## src/rtl/cache_fill_controller.sv

```systemverilog
// Miss-handling fill engine: picks a pending I- or D-cache miss (D first), streams one
// block from pipelined main memory into the target data array, then commits the tag.
module cache_fill_controller #(
    parameter int ADDR_W          = 16,
    parameter int DATA_W          = 16,
    parameter int WORDS_PER_BLOCK = 8,
    parameter int IDX_W           = 3
) (
    input  logic              clk,
    input  logic              rst,
    input  logic              i_miss,
    input  logic [ADDR_W-1:0] i_miss_addr,
    input  logic              d_miss,
    input  logic [ADDR_W-1:0] d_miss_addr,
    input  logic              mem_data_valid,
    input  logic [DATA_W-1:0] mem_data,
    output logic              mem_req,
    output logic [ADDR_W-1:0] mem_addr,
    output logic              fill_target,
    output logic              fill_word_wen,
    output logic [IDX_W-1:0]  fill_word_idx,
    output logic [DATA_W-1:0] fill_data,
    output logic              fill_tag_wen,
    output logic [ADDR_W-1:0] fill_tag_addr,
    output logic              fill_done,
    busy
);

    // Handshake: mem_req issues one read per cycle with no back-pressure; memory answers
    // each read, in order and after any latency, with exactly one mem_data_valid cycle.

    localparam logic [ADDR_W-1:0] BLOCK_MASK = ~ADDR_W'(2 * WORDS_PER_BLOCK - 1);

    typedef enum logic [1:0] {
        IDLE = 2'd0,
        FILL = 2'd1,
        DONE = 2'd2
    } state_t;

    state_t            state;
    state_t            state_nxt;
    logic [IDX_W:0]    issue_cnt;
    logic [IDX_W-1:0]  recv_cnt;
    logic [ADDR_W-1:0] base;
    logic              target;
    logic              issuing;
    logic              word_in;
    logic              last_word;

    always_comb begin
        issuing   = (state == FILL) && (issue_cnt < (IDX_W+1)'(WORDS_PER_BLOCK));
        word_in   = (state == FILL) && mem_data_valid;
        last_word = word_in && (recv_cnt == IDX_W'(WORDS_PER_BLOCK - 1));

        state_nxt = state;
        case (state)
            IDLE:    if (d_miss || i_miss) state_nxt = FILL;
            FILL:    if (last_word) state_nxt = DONE;
            DONE:    state_nxt = IDLE;
            default: state_nxt = IDLE;
        endcase

        mem_req       = issuing;
        mem_addr      = '0;
        fill_target   = 1'b0;
        fill_word_wen = word_in;
        fill_word_idx = recv_cnt;
        fill_data     = '0;
        fill_tag_wen  = 1'b0;
        fill_tag_addr = '0;
        fill_done     = 1'b0;
        busy          = (state != IDLE);

        // base has its offset bits cleared, so this sum never leaves the block
        if (issuing) mem_addr = base + ADDR_W'({issue_cnt, 1'b0});
        if (busy) fill_target = target;
        if (word_in) fill_data = mem_data;
        if (state == DONE) begin
            fill_tag_wen  = 1'b1;
            fill_done     = 1'b1;
            fill_tag_addr = base;
        end
    end

    always_ff @(posedge clk) begin
        if (rst) begin
            state     <= IDLE;
            issue_cnt <= '0;
            recv_cnt  <= '0;
            base      <= '0;
            target    <= 1'b0;
        end else begin
            state <= state_nxt;
            case (state)
                IDLE: begin
                    issue_cnt <= '0;
                    recv_cnt  <= '0;
                    if (d_miss) begin
                        target <= 1'b1;
                        base   <= d_miss_addr & BLOCK_MASK;
                    end else if (i_miss) begin
                        target <= 1'b0;
                        base   <= i_miss_addr & BLOCK_MASK;
                    end
                end
                FILL: begin
                    if (issuing) issue_cnt <= issue_cnt + (IDX_W+1)'(1);
                    if (word_in) recv_cnt <= recv_cnt + IDX_W'(1);
                end
                default: begin
                    issue_cnt <= '0;
                    recv_cnt  <= '0;
                end
            endcase
        end
    end

endmodule

```

## config.mk

```make
export PLATFORM = sky130hd
export DESIGN_NAME = cache_fill_controller
export DESIGN_NICKNAME = d
export VERILOG_FILES = /design/src/rtl/cache_fill_controller.sv
export SDC_FILE = /design/constraint.sdc
export NUM_CORES = 1
export LEC_CHECK = 0
export ABC_CLOCK_PERIOD_IN_PS = 2300
export CAP_MARGIN = 20
export CORE_UTILIZATION = 37
export DETAILED_ROUTE_END_ITERATION = 7
export PLACE_DENSITY = 0.85
export SLEW_MARGIN = 20
export SYNTH_ARGS = -nofsm -noshare
export SYNTH_HDL_FRONTEND = slang
export SYNTH_SLANG_ARGS = --single-unit
export TNS_END_PERCENT = 1
```

## constraint.sdc

```tcl
create_clock -name clk -period 2.3 [get_ports clk]
set_input_delay 0.23 -clock clk [delete_from_list [all_inputs] [get_ports clk]]
set_output_delay 0.23 -clock clk [all_outputs]
set_load 0.01 [all_outputs]
```

======== After elaboration in Yosys (flattened, before gate mapping) ========
Index checks and enable logic that the tools add are counted.
word-level totals
  output and inout port bits .............. 57
  word-level logic and storage cells ...... 37
  memory bits (writable) .................. 0
  memories kept ........................... 0
  latch bits .............................. 0
  ROM bits ................................ 0
  register bits after elaboration ......... 26
cells by class
  mux-type cells .......................... 12
  reductions and logical operators ........ 10
  bitwise gates (word level) .............. 1
  divide/modulo/power cells ............... 0
  magnitude comparators ................... 1
  $mul .................................... 0
  equality and inequality tests ........... 5
  add/sub/neg operators ................... 3
  shift-type cells ........................ 0
operators by type and width
  kind                   count
  $mux W16               5
  $add A16 B5 Y16        1
  $add A4 B1 Y4 const B  1
  $lt A4 B4 Y1 const B   1
  $mux W1                4
  $mux W2                2
  $ne A2 B2 Y1 const B   2
  $pmux W2 S2            1
  $reduce_and A2 Y1      2
  $reduce_bool A2 Y1     2
  $add A3 B1 Y3 const B  1
  $eq A3 B3 Y1 const B   1
  $logic_and A1 B1 Y1    3
  $eq A2 B1 Y1 const B   1
  $eq A2 B2 Y1 const B   1
  $logic_not A2 Y1       1
  $reduce_or A2 Y1       1
  $logic_or A1 B1 Y1     1
  $not A1 Y1             1

======== Depth between registers and ports, before layout ========
  depth in word-level cells ............... 5
  mapped depth ............................ 5

======== Least setup slack after synthesis ========
No wires, ideal clock.
  kind .................................... register to output
  start ................................... register issue_cnt[3]
  end ..................................... output mem_addr[13]
  data arrival time ....................... 1490 ps
  path buffers ............................ 0
  setup slack ............................. 580 ps
  cell stages (with the launch flop) ...... 5
  cells stage by stage .................... dfxtp_1 > ha_1 > inv_1 > or4_1 > a21oi_1
on the way
  longest elaborated chain between the ends .. 3
  elaborated cells on any way between the ends .. 4
  those cells by class .................... 1 x add/sub; 1 x order compare; 1 x mux; 1 x reduce/logical
ends and longest elaborated chain
  what                                                     line  source
  from (decl)                                              42    logic [IDX_W:0] issue_cnt;
  from (signal assigned)                                   107   if (issuing) issue_cnt <= issue_cnt + (IDX_W+1)'(1);
  branches (longest 2 deep; another with $add A16 B5 Y16)  -
  $mux W16 (*)                                             75    if (issuing) mem_addr = base + ADDR_W'({issue_cnt, 1'b0});
  to (decl)                                                18    output logic [ADDR_W-1:0] mem_addr,
Mark *: on every way between the ends.

======== Final worst setup path ========
  start ................................... register issue_cnt[3]
  end ..................................... output mem_addr[9]
The elaborated chain is that of the path after synthesis.

==> results by group <==
CTS
  • Hold bufs inserted after CTS: 0
  • Htree depth: 1
  • CTS clock-pin slew for the worst setup and hold paths: 70 ps
  • CTS root buf: clkbuf_8
  • CTS buffer count: 3
  • CTS tree: done
  • Worst-skew pair later-pin latency: 250 ps
  • # clock sinks: 22
  • Clk buf depth: 2

Synthesis
  • Yosys cell types: 32
  • Compound-Gate Fraction of Synth Area: 16.79%
  • Post-synthesis mux area share: 9.828%
  • Synth area leaders: dfxtp_1, mux2i_1, and2_1, a21oi_1, and3_1
  • Yosys top cell by area: dfxtp_1
  • Synth top area share: 28.83%
  • Mapped Area: 0.001528 sq mm
  • Asr flop ratio synth: 0%
  • Synth Area in Adders: 4.095%
  • Ys Warns: 0
  • Largest family of logic cells by synthesized area: simple AND/OR/NAND/NOR gates
  • XOR/XNOR share of the synthesized area: 4.013%
  • Top_reg_cell synth: dfxtp_1
  • Register area share after synthesis: 28.83%
  • Post-Synth Simple-Gate Area: 28.34%
  • Mapped Avg Cell Area: 8.083 sq um
  • EDFF count, synth: 0
  • #FFs+latches synth: 22
  • Post-Syn Instances: 189

Timing
  • Unrepaired setup endpoints after global routing: false
  • Final hold violations: 0
  • Worst setup margin: 171.8 ps
  • Endpoints failing setup: 0
  • Clock Skew: 3.226 ps
  • Fin crit period: 2128 ps
  • Max Slew Vio Count: 0
  • Final worst path period share: 92.53%
  • Peak Freq: 0.4699 GHz

Setup path
  • Worst Path Required: 2070 ps
  • Worst path max stage delay: 460 ps
  • CP Max Fanout: 6
  • Slowest CP cell: or3_2
  • Reg-to-reg setup timing slack: 840 ps
  • Crit-path cells: ha_2 > inv_1 > or3_2 > a21oi_1 > dlygate4sd2_1
  • CP Capture Type: primary output
  • Crit path from: issue_cnt[3]$_SDFFE_PP0P_
  • CP Launch Type: flip-flop
  • Reg2Reg Depth: 4
  • WS Path Type: flip-flop to primary output
  • Reg-to-reg startpoint: state[1]$_SDFFE_PP0P_
  • Capturing point of the worst reg2reg path: base[9]$_SDFFE_PP0P_
  • CP Data Arrival Time: 1900 ps

Die
  • Row count: 22
  • Die width: 66.26 um
  • Top Ports: 110
  • Die ar.: 0.004390 sq mm
  • Core area: 0.003799 sq mm
  • Starting Density: 40.22%
  • Die Y: 66.26 um

Power
  • Peak supply drop: 271.6 uV
  • Pint: 0.7133 mW
  • Part of the power in registers: 44.2%
  • Combinational Power Share: 32.7%
  • Power, Total: 0.9947 mW
  • Sw Ratio: 28.29%
  • Clock share of power: 23.1%
  • Pwr dens: 373.4 mW/mm^2
  • Pleak: 1.148 nW
  • Switching power: 0.2814 mW

GRT
  • Vias in the first global route: 1,575
  • Tot GR Track Use: 20.30%
  • First-pass GRT wire length: 7.017 mm
  • Initial antenna violation count: 0
  • GRT overflow: 0
  • Largest net degree at the start of global routing: 20

Placement
  • Pre-CTS WS: 148.9 ps
  • Port buffer count: 96
  • Placed inst area: 0.002571 sq mm
  • Post-DP HPWL: 3.342 mm
  • GP Congestion: 0.7498

Hold path
  • Min-Delay Startpoint: target$_SDFFE_PP0P_
  • Hold path depth: 2
  • Hold crit path type: flip-flop to flip-flop
  • Hold EP: target$_SDFFE_PP0P_

Route
  • ANT nets after route: 0
  • Final wirelength: 4.416 mm
  • Vias/cell: 5.112
  • WL/cell: 12.99 um
  • Drt drc: 0
  • Total number of vias: 1,738
  • DR pass1 iterations: 4
  • Initial DRC count: 78

Cells and area
  • Share of layout cells above drive strength 1: 11.30%
  • Core Util, Final: 70.13%
  • Final Cell Area: 0.002664 sq mm
  • Fillers: 303
  • ANT cells: 0
  • Final nets: 352
  • Area Growth Syn to Fin: 74.36%

Flow run
  • Max_cap viols: 0

Status
  • Status: finished clean
metal layers:
metal	global-route usage, %	wire, um	vias to the layer above
li1	-	-	872
met1	26.06	1905	777
met2	34.44	2196	83
met3	3.793	260	6
met4	5.319	53	0
met5	0	0	-
cells in the final DEF, fill, tap and decap left out, types with 2 or more instances in the layout:
| cell type | count |
|---|---|
| xnor2_1 | 3 |
| xor2_1 | 4 |
| or4_1 | 5 |
| and2_1 | 18 |
| nand4_1 | 2 |
| nand2_1 | 7 |
| inv_1 | 4 |
| o21ai_0 | 3 |
| conb_1 | 5 |
| nand3_1 | 2 |
| buf_4 | 19 |
| dlygate4sd2_1 | 5 |
| dfxtp_1 | 19 |
| o31ai_1 | 5 |
| dlymetal6s2s_1 | 2 |
| or3_2 | 2 |
| ha_1 | 3 |
| mux2i_1 | 15 |
| clkbuf_8 | 3 |
| dfxtp_2 | 3 |
| a211oi_1 | 12 |
| clkdlybuf4s50_1 | 89 |
| ha_2 | 2 |
| a21oi_1 | 20 |
| nor2_1 | 13 |
| and3_1 | 16 |
stage by stage:
stage / std cells / setup TNS, ps / hold slack, ps
finish: 340 / 0 / 477.1
CTS: 336 / -34.48 / 479.6
global route: 340 / 0 / 526.7
floorplan: 193 / 0 / 302.8
global placement: 333 / 0 / 464.5
detailed placement: 333 / 0 / 461.0
state kept, by name, indices dropped and copies added, names as in the netlist:
register / flops
state: 2
target: 1
base: 12
issue_cnt: 4
fill_word_idx: 3
cell families (layout without fill, tap and decap cells):
kind of cell	after synthesis	after routing
buf+inv	23	122
simple gates	74	74
other cells	1	5
fa+ha+maj	5	5
compound gates	42	42
flops	22	22
xor+xnor	7	7
mux	15	15
cells in the mapped netlist (4+ instances only):
cell       n
mux2i_1   15
o31ai_1    5
or4_1      5
dfxtp_1   22
ha_1       5
clkbuf_1   9
inv_1      4
nand2_1    7
and2_1    18
a21oi_1   20
nor2_1    13
and3_1    16
buf_4      6
a211oi_1  12
xor2_1     4
critical path, delay by kind of cell, from the launching register on:
kind / cells / cell delay [ps]
buffers and inverters: 2 / 380
adders and majority gates: 1 / 240
and+or+nand+nor: 1 / 460
DFF: 1 / 380
AOI/OAI and AO/OA: 1 / 180
area by class of cell:
| cell class | instances | area, sq um | share of cell area [%] |
|---|---|---|---|
| sequential | 22 | 444.2 | 16.67 |
| tap | 48 | 60.06 | 2.255 |
| multi-input combinational | 148 | 1001 | 37.58 |
| clock buffer | 3 | 41.29 | 1.550 |
| timing repair buffer | 115 | 1102 | 41.38 |
| inverter | 4 | 15.01 | 0.5636 |
how the worst max path moves through the flow:
stage | endpoint | slack (ps) | cells past startpoint
after CTS | mem_addr[14] | -30 | 4
after detailed placement | mem_addr[11] | 150 | 5
after global placement | mem_addr[14] | 170 | 4
after global routing | mem_addr[13] | 50 | 5
final | mem_addr[9] | 170 | 5
after floorplan | mem_addr[13] | 580 | 4
power by group through the flow:
stage	Combinational [mW]	Clock (mW)	Sequential [mW]
2_1_floorplan	0.145	0	0.443
3_3_place_gp	0.319	0	0.442
3_5_place_dp	0.325	0	0.443
4_1_cts	0.324	0.234	0.439
5_1_grt	0.356	0.251	0.445
6_report	0.326	0.229	0.440
timing repair:
item / in CTS / in global routing
pin swaps: 1 / 2
endpoints found under the setup margin: 7 / 7
setup buffers: 0 / 4
resized for setup: 11 / 4
Note: power is estimated with default switching activity, not from simulation.
